$ cat src/rtl/core_types.sv
// Shared types for the data-side request path: MEM-stage request struct,
// request-controller state encoding and bus size codes.
package core_types;

    localparam logic [1:0] DATA_SIZE_B = 2'd0;
    localparam logic [1:0] DATA_SIZE_H = 2'd1;
    localparam logic [1:0] DATA_SIZE_W = 2'd2;

    typedef struct packed {
        logic        ce;
        logic        we;
        logic [3:0]  sel;
        logic [31:0] addr;
        logic [31:0] data;
    } mem_cache_struct;

    typedef enum logic [2:0] {
        DRQ_IDLE,
        DRQ_REQ,
        DRQ_WAIT,
        DRQ_DONE,
        DRQ_DRAIN
    } data_req_state_t;

endpackage

$ cat src/rtl/sel_to_size.sv
// Byte-select to bus-size decode; sel=0 marks a request that needs no bus
// access (failed SC, misaligned halfword store).
module sel_to_size
    import core_types::*;
(
    input  logic [3:0] sel_i,
    output logic [1:0] size_o,
    output logic       noop_o
);

    always_comb begin
        noop_o = (sel_i == 4'b0000);
        unique case (sel_i)
            4'b0001, 4'b0010, 4'b0100, 4'b1000: size_o = DATA_SIZE_B;
            4'b0011, 4'b1100:                   size_o = DATA_SIZE_H;
            default:                            size_o = DATA_SIZE_W;
        endcase
    end

endmodule

$ cat src/rtl/data_req_ctrl.sv
// MEM-stage to SRAM-like data bus request controller: one bus transaction per
// request, result held until advance, flushed transactions drained.
// Optional performance counters: define DATA_REQ_PERF_EN.
module data_req_ctrl
    import core_types::*;
(
    input  logic            clk,
    input  logic            rst,
    input  mem_cache_struct req_i,
    input  logic            advance_i,
    input  logic            flush_i,
    output logic            addr_ok_o,
    output logic            data_ok_o,
    output logic [31:0]     rdata_o,
    output logic            data_req_o,
    output logic            data_wr_o,
    output logic [1:0]      data_size_o,
    output logic [3:0]      data_wstrb_o,
    output logic [31:0]     data_addr_o,
    output logic [31:0]     data_wdata_o,
    input  logic            data_addr_ok_i,
    input  logic            data_data_ok_i,
    input  logic [31:0]     data_rdata_i,
    output logic [31:0]     perf_ld_cnt_o,
    output logic [31:0]     perf_st_cnt_o,
    output logic [31:0]     perf_wait_cnt_o
);

    data_req_state_t state_q, state_d;
    logic [31:0] addr_q, addr_d;
    logic [31:0] wdata_q, wdata_d;
    logic [31:0] rdata_q, rdata_d;
    logic [3:0]  sel_q, sel_d;
    logic [1:0]  size_q, size_d;
    logic        we_q, we_d;

    logic [1:0]  req_size;
    logic        req_noop;

    sel_to_size u_sel_to_size (
        .sel_i  (req_i.sel),
        .size_o (req_size),
        .noop_o (req_noop)
    );

    always_comb begin
        state_d = state_q;
        addr_d  = addr_q;
        wdata_d = wdata_q;
        rdata_d = rdata_q;
        sel_d   = sel_q;
        size_d  = size_q;
        we_d    = we_q;
        unique case (state_q)
            DRQ_IDLE: begin
                if (req_i.ce && !req_noop && !flush_i) begin
                    addr_d  = req_i.addr;
                    wdata_d = req_i.data;
                    sel_d   = req_i.sel;
                    we_d    = req_i.we;
                    size_d  = req_size;
                    state_d = DRQ_REQ;
                end
            end
            DRQ_REQ: begin
                // An accepted request is in flight even if flushed; it must be drained.
                if (data_addr_ok_i) state_d = flush_i ? DRQ_DRAIN : DRQ_WAIT;
                else if (flush_i)   state_d = DRQ_IDLE;
            end
            DRQ_WAIT: begin
                if (data_data_ok_i) begin
                    if (flush_i) begin
                        state_d = DRQ_IDLE;
                    end else begin
                        state_d = DRQ_DONE;
                        if (!we_q) rdata_d = data_rdata_i;
                    end
                end else if (flush_i) begin
                    state_d = DRQ_DRAIN;
                end
            end
            DRQ_DONE: begin
                if (advance_i || flush_i) state_d = DRQ_IDLE;
            end
            DRQ_DRAIN: begin
                if (data_data_ok_i) state_d = DRQ_IDLE;
            end
            default: state_d = DRQ_IDLE;
        endcase
    end

    always_ff @(posedge clk) begin
        if (rst) begin
            state_q <= DRQ_IDLE;
            addr_q  <= '0;
            wdata_q <= '0;
            rdata_q <= '0;
            sel_q   <= '0;
            size_q  <= '0;
            we_q    <= 1'b0;
        end else begin
            state_q <= state_d;
            addr_q  <= addr_d;
            wdata_q <= wdata_d;
            rdata_q <= rdata_d;
            sel_q   <= sel_d;
            size_q  <= size_d;
            we_q    <= we_d;
        end
    end

    // Bus side is decoded from registers only.
    assign data_req_o   = (state_q == DRQ_REQ);
    assign data_wr_o    = we_q;
    assign data_size_o  = size_q;
    assign data_wstrb_o = we_q ? sel_q : 4'b0000;
    assign data_addr_o  = addr_q;
    assign data_wdata_o = wdata_q;

    assign addr_ok_o = (state_q == DRQ_REQ) && data_addr_ok_i;
    assign data_ok_o = (state_q == DRQ_DONE) ||
                       ((state_q == DRQ_IDLE) && (!req_i.ce || req_noop));
    assign rdata_o   = (state_q == DRQ_DONE) ? rdata_q : 32'd0;

`ifdef DATA_REQ_PERF_EN
    logic [31:0] perf_ld_q, perf_ld_d;
    logic [31:0] perf_st_q, perf_st_d;
    logic [31:0] perf_wait_q, perf_wait_d;
    logic        enter_done;

    always_comb begin
        enter_done  = (state_d == DRQ_DONE) && (state_q != DRQ_DONE);
        perf_ld_d   = perf_ld_q;
        perf_st_d   = perf_st_q;
        perf_wait_d = perf_wait_q;
        if (enter_done && !we_q) perf_ld_d = perf_ld_q + 32'd1;
        if (enter_done && we_q)  perf_st_d = perf_st_q + 32'd1;
        if (state_q == DRQ_REQ || state_q == DRQ_WAIT) perf_wait_d = perf_wait_q + 32'd1;
    end

    always_ff @(posedge clk) begin
        if (rst) begin
            perf_ld_q   <= '0;
            perf_st_q   <= '0;
            perf_wait_q <= '0;
        end else begin
            perf_ld_q   <= perf_ld_d;
            perf_st_q   <= perf_st_d;
            perf_wait_q <= perf_wait_d;
        end
    end

    assign perf_ld_cnt_o   = perf_ld_q;
    assign perf_st_cnt_o   = perf_st_q;
    assign perf_wait_cnt_o = perf_wait_q;
`else
    assign perf_ld_cnt_o   = 32'd0;
    assign perf_st_cnt_o   = 32'd0;
    assign perf_wait_cnt_o = 32'd0;
`endif

endmodule

$ cat config.mk
export PLATFORM = sky130hd
export DESIGN_NAME = data_req_ctrl
export DESIGN_NICKNAME = d
export VERILOG_FILES = /design/src/rtl/core_types.sv /design/src/rtl/sel_to_size.sv /design/src/rtl/data_req_ctrl.sv
export SDC_FILE = /design/constraint.sdc
export NUM_CORES = 1
export LEC_CHECK = 0
export ABC_AREA = 1
export BUFFER_PORTS_ARGS = -buffer_cell sky130_fd_sc_hd__buf_2
export CAP_MARGIN = 20
export CORE_AREA = 2 2 121 123
export DETAILED_ROUTE_END_ITERATION = 7
export DIE_AREA = 0 0 123 125
export PLACE_DENSITY = 0.7
export SYNTH_ARGS = -nofsm -noshare
export SYNTH_HDL_FRONTEND = slang
export SYNTH_SLANG_ARGS = --single-unit
$ cat constraint.sdc
create_clock -name clk -period 2 [get_ports clk]
set_clock_uncertainty 0.2 [all_clocks]
set_input_delay 0.1 -clock clk [delete_from_list [all_inputs] [get_ports clk]]
set_output_delay 0.1 -clock clk [all_outputs]
set_load 0.05 [all_outputs]
==> results of run 1 <==
[final timing paths]
| kind | from | to | cells after the start |
|---|---|---|---|
| worst min-delay path | data_addr_ok_i | state_q[2] | 7 |
| worst max-delay path | state_q[0] | rdata_o[3] | 6 |
| worst max register to register | state_q[2] | rdata_q[11] | 6 |
| worst min register to register | data_wdata_o[24] | data_wdata_o[24] | 2 |
[final cells by class]
type / instances / area (µm²)
repair buffers: 326 / 2306
well taps: 184 / 230.2
multi-input cells: 385 / 1802
flip-flops and latches: 106 / 2130
fillers: 1306 / 7004
clock buffers: 10 / 229.0
clock inverters: 5 / 56.30
diodes: 3 / 7.507
inverters: 117 / 439.2
[what timing repair did]
| item | 4_1_cts | 5_1_grt |
|---|---|---|
| endpoints found under the hold margin | 103 | 0 |
| resized for setup | 8 | 50 |
| cloned | 0 | 0 |
| endpoints found under the setup margin | 33 | 34 |
| hold buffers | 105 | 0 |
[worst min-delay path, cell delays in order]
cell and delay, ns:
buf_2 0.09, inv_1 0.07, nor2_1 0.07, nand2_1 0.05
nand2_1 0.04, nand3_1 0.07, a21oi_1 0.05
[kinds of logic (layout without fill, tap and decap cells)]
kind of cell,count (synthesis),count (layout),synth area share (%)
buffers and inverters,248,458,28.30
other,1,99,0.07561
AO/OA/AOI/OAI,212,212,21.75
AND/OR/NAND/NOR,76,76,6.912
XOR/XNOR,1,1,0.1766
flip-flops,106,106,42.79
[per-layer routing]
metal | wire length (µm) | up-vias | track usage [%]
met4 | 310 | 0 | 7.353
met1 | 5492 | 2076 | 18.45
met5 | 0 | - | 0
li1 | - | 2433 | -
met2 | 6906 | 218 | 29.87
met3 | 1208 | 19 | 4.836
[through the flow]
stage / setup TNS [ns] / instances / instance area, µm² / hold WS [ns] / power [µW]
floorplan: 0 / 739 / 5316 / -0.03093 / 5200
global placement: 0 / 1013 / 5733 / 0.09256 / 5568
detailed placement: 0 / 1013 / 5733 / 0.1099 / 5599
CTS: 0 / 1133 / 7087 / 0.04117 / 7552
global route: -0.02752 / 1136 / 7199 / 0.08248 / 7922
finish: 0 / 1136 / 7199 / 0.05167 / 7512
[sequential cells by signal, indices dropped and copies added, names as in the netlist]
name / cells
data_addr_o: 32
data_size_o: 2
data_wdata_o: 32
data_wr_o: 1
rdata_q: 32
sel_q: 4
state_q: 3
[cell usage in the layout, fill, tap and decap left out, drive strengths merged]
master	netlist	layout
dlygate4sd3	0	105
a21oi	107	107
dfxtp	106	106
nand4	1	1
clkinv	0	3
inv	117	117
nand3	10	10
buf	114	210
xnor2	1	1
clkinvlp	0	1
o21ai	104	104
nor3	1	1
conb	1	96
clkbuf	17	21
nor2	44	44
nand2	20	20
bufinv	0	1
o21bai	1	1
diode	0	3
[power groups by stage]
stage | logic (µW) | registers (µW) | clock network [µW]
finish | 3050 | 2710 | 1750
global route | 3260 | 2760 | 1900
CTS | 3030 | 2700 | 1820
detailed placement | 2860 | 2740 | 0
global placement | 2840 | 2730 | 0
floorplan | 1550 | 3650 | 0
==> results_dict.tcl, run 1 <==
set metrics [dict create \
    vias 4746 \
    hpwl_um 8665 \
    switching_power_uw 3284 \
    finalSetupViolCount 0 \
    drt_wl_total_um 13920 \
    worst_ep_arrival_time_ns 1.60 \
    place_ws_ns 0.1633 \
    end_kind "output port" \
    period_needed_ns 1.897 \
    fmax_mhz 527.3 \
    post-route-period-util_pct 94.83 \
    clock_sinks 106 \
    drt_iter0_drc 146 \
    globalplace.congestion 0.7856 \
    viasPerCell 4.178 \
    coreArea_um2 14200 \
    critPathMaxFanout 33 \
    cpMaxStageDelayCell "dfxtp_4" \
    drive_above_1_share_pct 26.34 \
    yosysUniqueCellTypes 22 \
    tritoncts "done" \
    tightestPinTransition_ns 0.5486 \
    htreeDepth 3 \
    post-route-util_pct 50.69 \
    setup_ws_ns 0.1035 \
    clk_path_buf_depth 2 \
    netlist_top_cells_area "dfxtp_1, buf_4, a21oi_1" \
    drv_cap 0 \
    chipHeight_um 125 \
    yosysSeqAreaShare_pct 42.79 \
    pwr-share-clk_pct 23.3 \
    post_cts_buffers 0 \
    slowest_delay_ns 0.40 \
    grt_pass1_vias 4233 \
    port_buffers 213 \
    grt_pass1_wl_um 20410 \
    syn_area_um2 4960 \
    sw_frac_of_total_pct 43.71 \
    outcome "finished, final reports clean" \
    grt_start_max_net_pins 71 \
    path_buf_inv 3 \
    critPathTopFamily "buffers and inverters" \
    internal-power_uw 4228 \
    cp_common_cell "nor2_1" \
    fin_nets 1053 \
    crit_required_ns 1.70 \
    yosysTopAreaCell "dfxtp_1" \
    syn_avg_cell_area_um2 7.701 \
    hold_viol 0 \
    startpoint_type "flip-flop" \
    antenna_found_initial 3 \
    ir_drop_uv 600.3 \
    grt_usage_pct 16.85 \
    row_count 44 \
    async_flop_share_pct 0 \
    ys.flop_type "dfxtp_1" \
    seqPwrFrac_pct 36.1 \
    synth_top_area_share_pct 42.79 \
    synth-edff-count 0 \
    overflow 0 \
    synthCells 644 \
    ff2ff_setup_slack_ns 0.23 \
    clkLatencyLatePin_ns 0.34 \
    yosysMostFrequentCell "inv_1" \
    avgRoutedWirePerCell_um 12.25 \
    cellPowerDensity_nw_per_um2 1043 \
    drv_slew 0 \
    drc 0 \
    die_w_um 123 \
    syn_to_final_growth_pct 45.16 \
    synth_common_cells "inv_1, dfxtp_1, a21oi_1" \
    synth_warnings 0 \
    numCtsBuffers 9 \
    root_buffer "clkbuf_16" \
    antenna_left 0 \
    leakagePower_uw 0.003371 \
    clk_pin_slew_worst_paths_ns 0.07 \
    initial_utilization_pct 34.92 \
    hold_path_class "in2reg" \
    power_frac_comb_pct 40.6 \
    synth-seq-cells 106 \
    crit_chain "nand2_1 -> nor2_1 -> inv_1 -> buf_6 -> nor2_1 -> buf_4" \
    relSlewSlack_pct 63.43 \
    design.die.area_um2 15380 \
    firstDrtPassIters 5 \
    num_io_pins 310 \
    worstSetupPathType "reg2out" \
]
No activity file was read; power rests on OpenSTA's default activity.
==> run 2: changes to the inputs <==
--- a/config.mk
+++ b/config.mk
@@ -12,6 +12,7 @@
 export DETAILED_ROUTE_END_ITERATION = 7
 export DIE_AREA = 0 0 123 125
 export PLACE_DENSITY = 0.7
+export REMOVE_ABC_BUFFERS = 1
 export SYNTH_ARGS = -nofsm -noshare
 export SYNTH_HDL_FRONTEND = slang
 export SYNTH_SLANG_ARGS = --single-unit
==> run 2 against run 1 <==
Net effect: cell count fell by 0.35%; non-clock buffer count fell by 2; utilization rose by 0.062 points; power rose by 2.7%; first-iteration DRC count rose by 0.68%; register-to-register slack barely moved; largest power group unchanged; via count rose by 1.1%; critical path depth did not move; global-route usage rose by 0.51 points.
==> results_dict.tcl, run 2 (synthesis results as in run 1) <==
set metrics [dict create \
    final_cell_mix "buf_2, inv_1, a21oi_1, dfxtp_1, dlygate4sd3_1" \
    grt_pass1_wl_um 21170 \
    place_ws_ns 0.1796 \
    fmax_mhz 527.9 \
    clk_pin_slew_worst_paths_ns 0.07 \
    outcome "finished, final reports clean" \
    post_cts_buffers 0 \
    end_kind "output port" \
    hold_depth 7 \
    critPathMaxFanout 32 \
    tritoncts "done" \
    ir_drop_uv 601.4 \
    grt_pass1_vias 4553 \
    drv_slew 0 \
    worstSetupPathType "reg2out" \
    placed_cells 1012 \
    worst_r2r_startpoint "state_q[2]" \
    crit_chain "nand2_1 -> nor2_1 -> inv_1 -> buf_12 -> nor2_1 -> buf_6" \
    fillers 1331 \
    setup_ws_ns 0.1056 \
    post-route-period-util_pct 94.72 \
    clk_path_buf_depth 2 \
    root_buffer "clkbuf_16" \
    vias 4796 \
    antenna_found_initial 0 \
    die_w_um 123 \
    grt_setup_unrepaired "no" \
    drv_cap 0 \
    hold_path.startpoint "data_addr_ok_i" \
    startpoint_type "flip-flop" \
    viasPerCell 4.237 \
    finalSetupViolCount 0 \
    chipHeight_um 125 \
    r2r_end "rdata_q[17]" \
    globalplace.congestion 0.8302 \
    hold_viol 0 \
    hpwl_um 8335 \
    initial_utilization_pct 34.92 \
    leakagePower_uw 0.003391 \
    final-seq-area_um2 2130 \
    ff2ff_setup_slack_ns 0.24 \
    avgRoutedWirePerCell_um 12.29 \
    hold_path_class "in2reg" \
    final_common_cell "buf_2" \
    coreArea_um2 14200 \
    rr_worst_depth 6 \
    htreeDepth 3 \
    num_io_pins 310 \
    grt_usage_pct 17.37 \
    numCtsBuffers 9 \
    syn_to_final_growth_pct 45.33 \
    antenna_left 0 \
    clkLatencyLatePin_ns 0.35 \
    finalPower_uw 7717 \
    cp_common_cell "nor2_1" \
    drt_wl_total_um 13910 \
    clock_sinks 106 \
    period_needed_ns 1.894 \
    layoutNonFillerInstCount 1132 \
    critPathTopFamily "buffers and inverters" \
    drc 0 \
    firstDrtPassIters 4 \
    antenna_cells 0 \
    grt_start_max_net_pins 108 \
    worst_ep_arrival_time_ns 1.59 \
    row_count 44 \
    port_buffers 213 \
    drive_above_1_share_pct 26.27 \
    path_buf_inv 3 \
    overflow 0 \
    slowest_delay_ns 0.40 \
    cellPowerDensity_nw_per_um2 1071 \
    drt_iter0_drc 147 \
    design.die.area_um2 15380 \
    cpMaxStageDelayCell "dfxtp_4" \
    holdWs_ns 0.07978 \
    fin_nets 1051 \
    min_to "state_q[2]" \
    multiInputGateArea_um2 1799 \
    crit_required_ns 1.70 \
]
## run 2: changes by cell type in the layout (fill, tap and decap cells not counted), moves of 2 or more
cell,delta
diode_2,-3
clkinv_2,-2
buf_2,+4
buf_12,+2
buf_6,-6
## run 2: timing repair
| item | CTS | global route |
|---|---|---|
| endpoints found under the hold margin | 103 | 0 |
| setup endpoints to repair | 32 | 33 |
| hold buffers | 104 | 0 |
| resized for setup | 5 | 42 |
## run 2: worst max path at each step
stage	from	endpoint	slack [ns]	cells after the start
after floorplan	state_q[2]	data_addr_o[0]	-0.39	4
after global placement	state_q[1]	rdata_q[25]	0.24	5
after detailed placement	state_q[1]	rdata_q[17]	0.18	5
after CTS	state_q[0]	rdata_o[30]	0.02	6
after global routing	state_q[0]	rdata_o[13]	0.01	6
final	state_q[0]	rdata_o[5]	0.11	6
## run 2: worst min-delay path, delay by kind of cell
family	cells	cell delay [ns]
compound gates	1	0.07
simple gates	4	0.22
buf+inv	2	0.19
## run 2: layer usage
layer  global-route usage (%)  vias to the layer above  share of wire (%)
li1                         -                     2429                  -
met1                    19.18                     2127                 40
met2                    30.68                      219                 49
met3                    4.836                       21                8.5
met4                    7.620                        0                2.3
met5                        0                        -                  0
## run 2: report_power, final
group | leakage [µW] | switching [µW] | internal (µW) | total, µW
Combinational | 0.00236 | 2300 | 761 | 3060
Clock | 0.000160 | 811 | 1140 | 1950
Sequential | 0.000867 | 205 | 2500 | 2710
Total | 0.00339 | 3310 | 4400 | 7720
## run 2: layout make-up
cell class | count | area share (%)
Clock buffer | 11 | 3.367
Clock inverter | 5 | 1.198
Inverter | 117 | 6.093
Multi-Input combinational cell | 385 | 24.96
Sequential cell | 106 | 29.54
Tap cell | 184 | 3.194
Timing Repair Buffer | 324 | 31.64
## run 2: stage by stage
stage / util, % / TNS (ns) / area [µm²]
2_1_floorplan: - / -27.08 / 4352
3_3_place_gp: 40.49 / 0 / 5751
3_5_place_dp: 40.49 / 0 / 5751
4_1_cts: 50.20 / 0 / 7131
5_1_grt: 50.75 / 0 / 7208
6_report: 50.75 / 0 / 7208
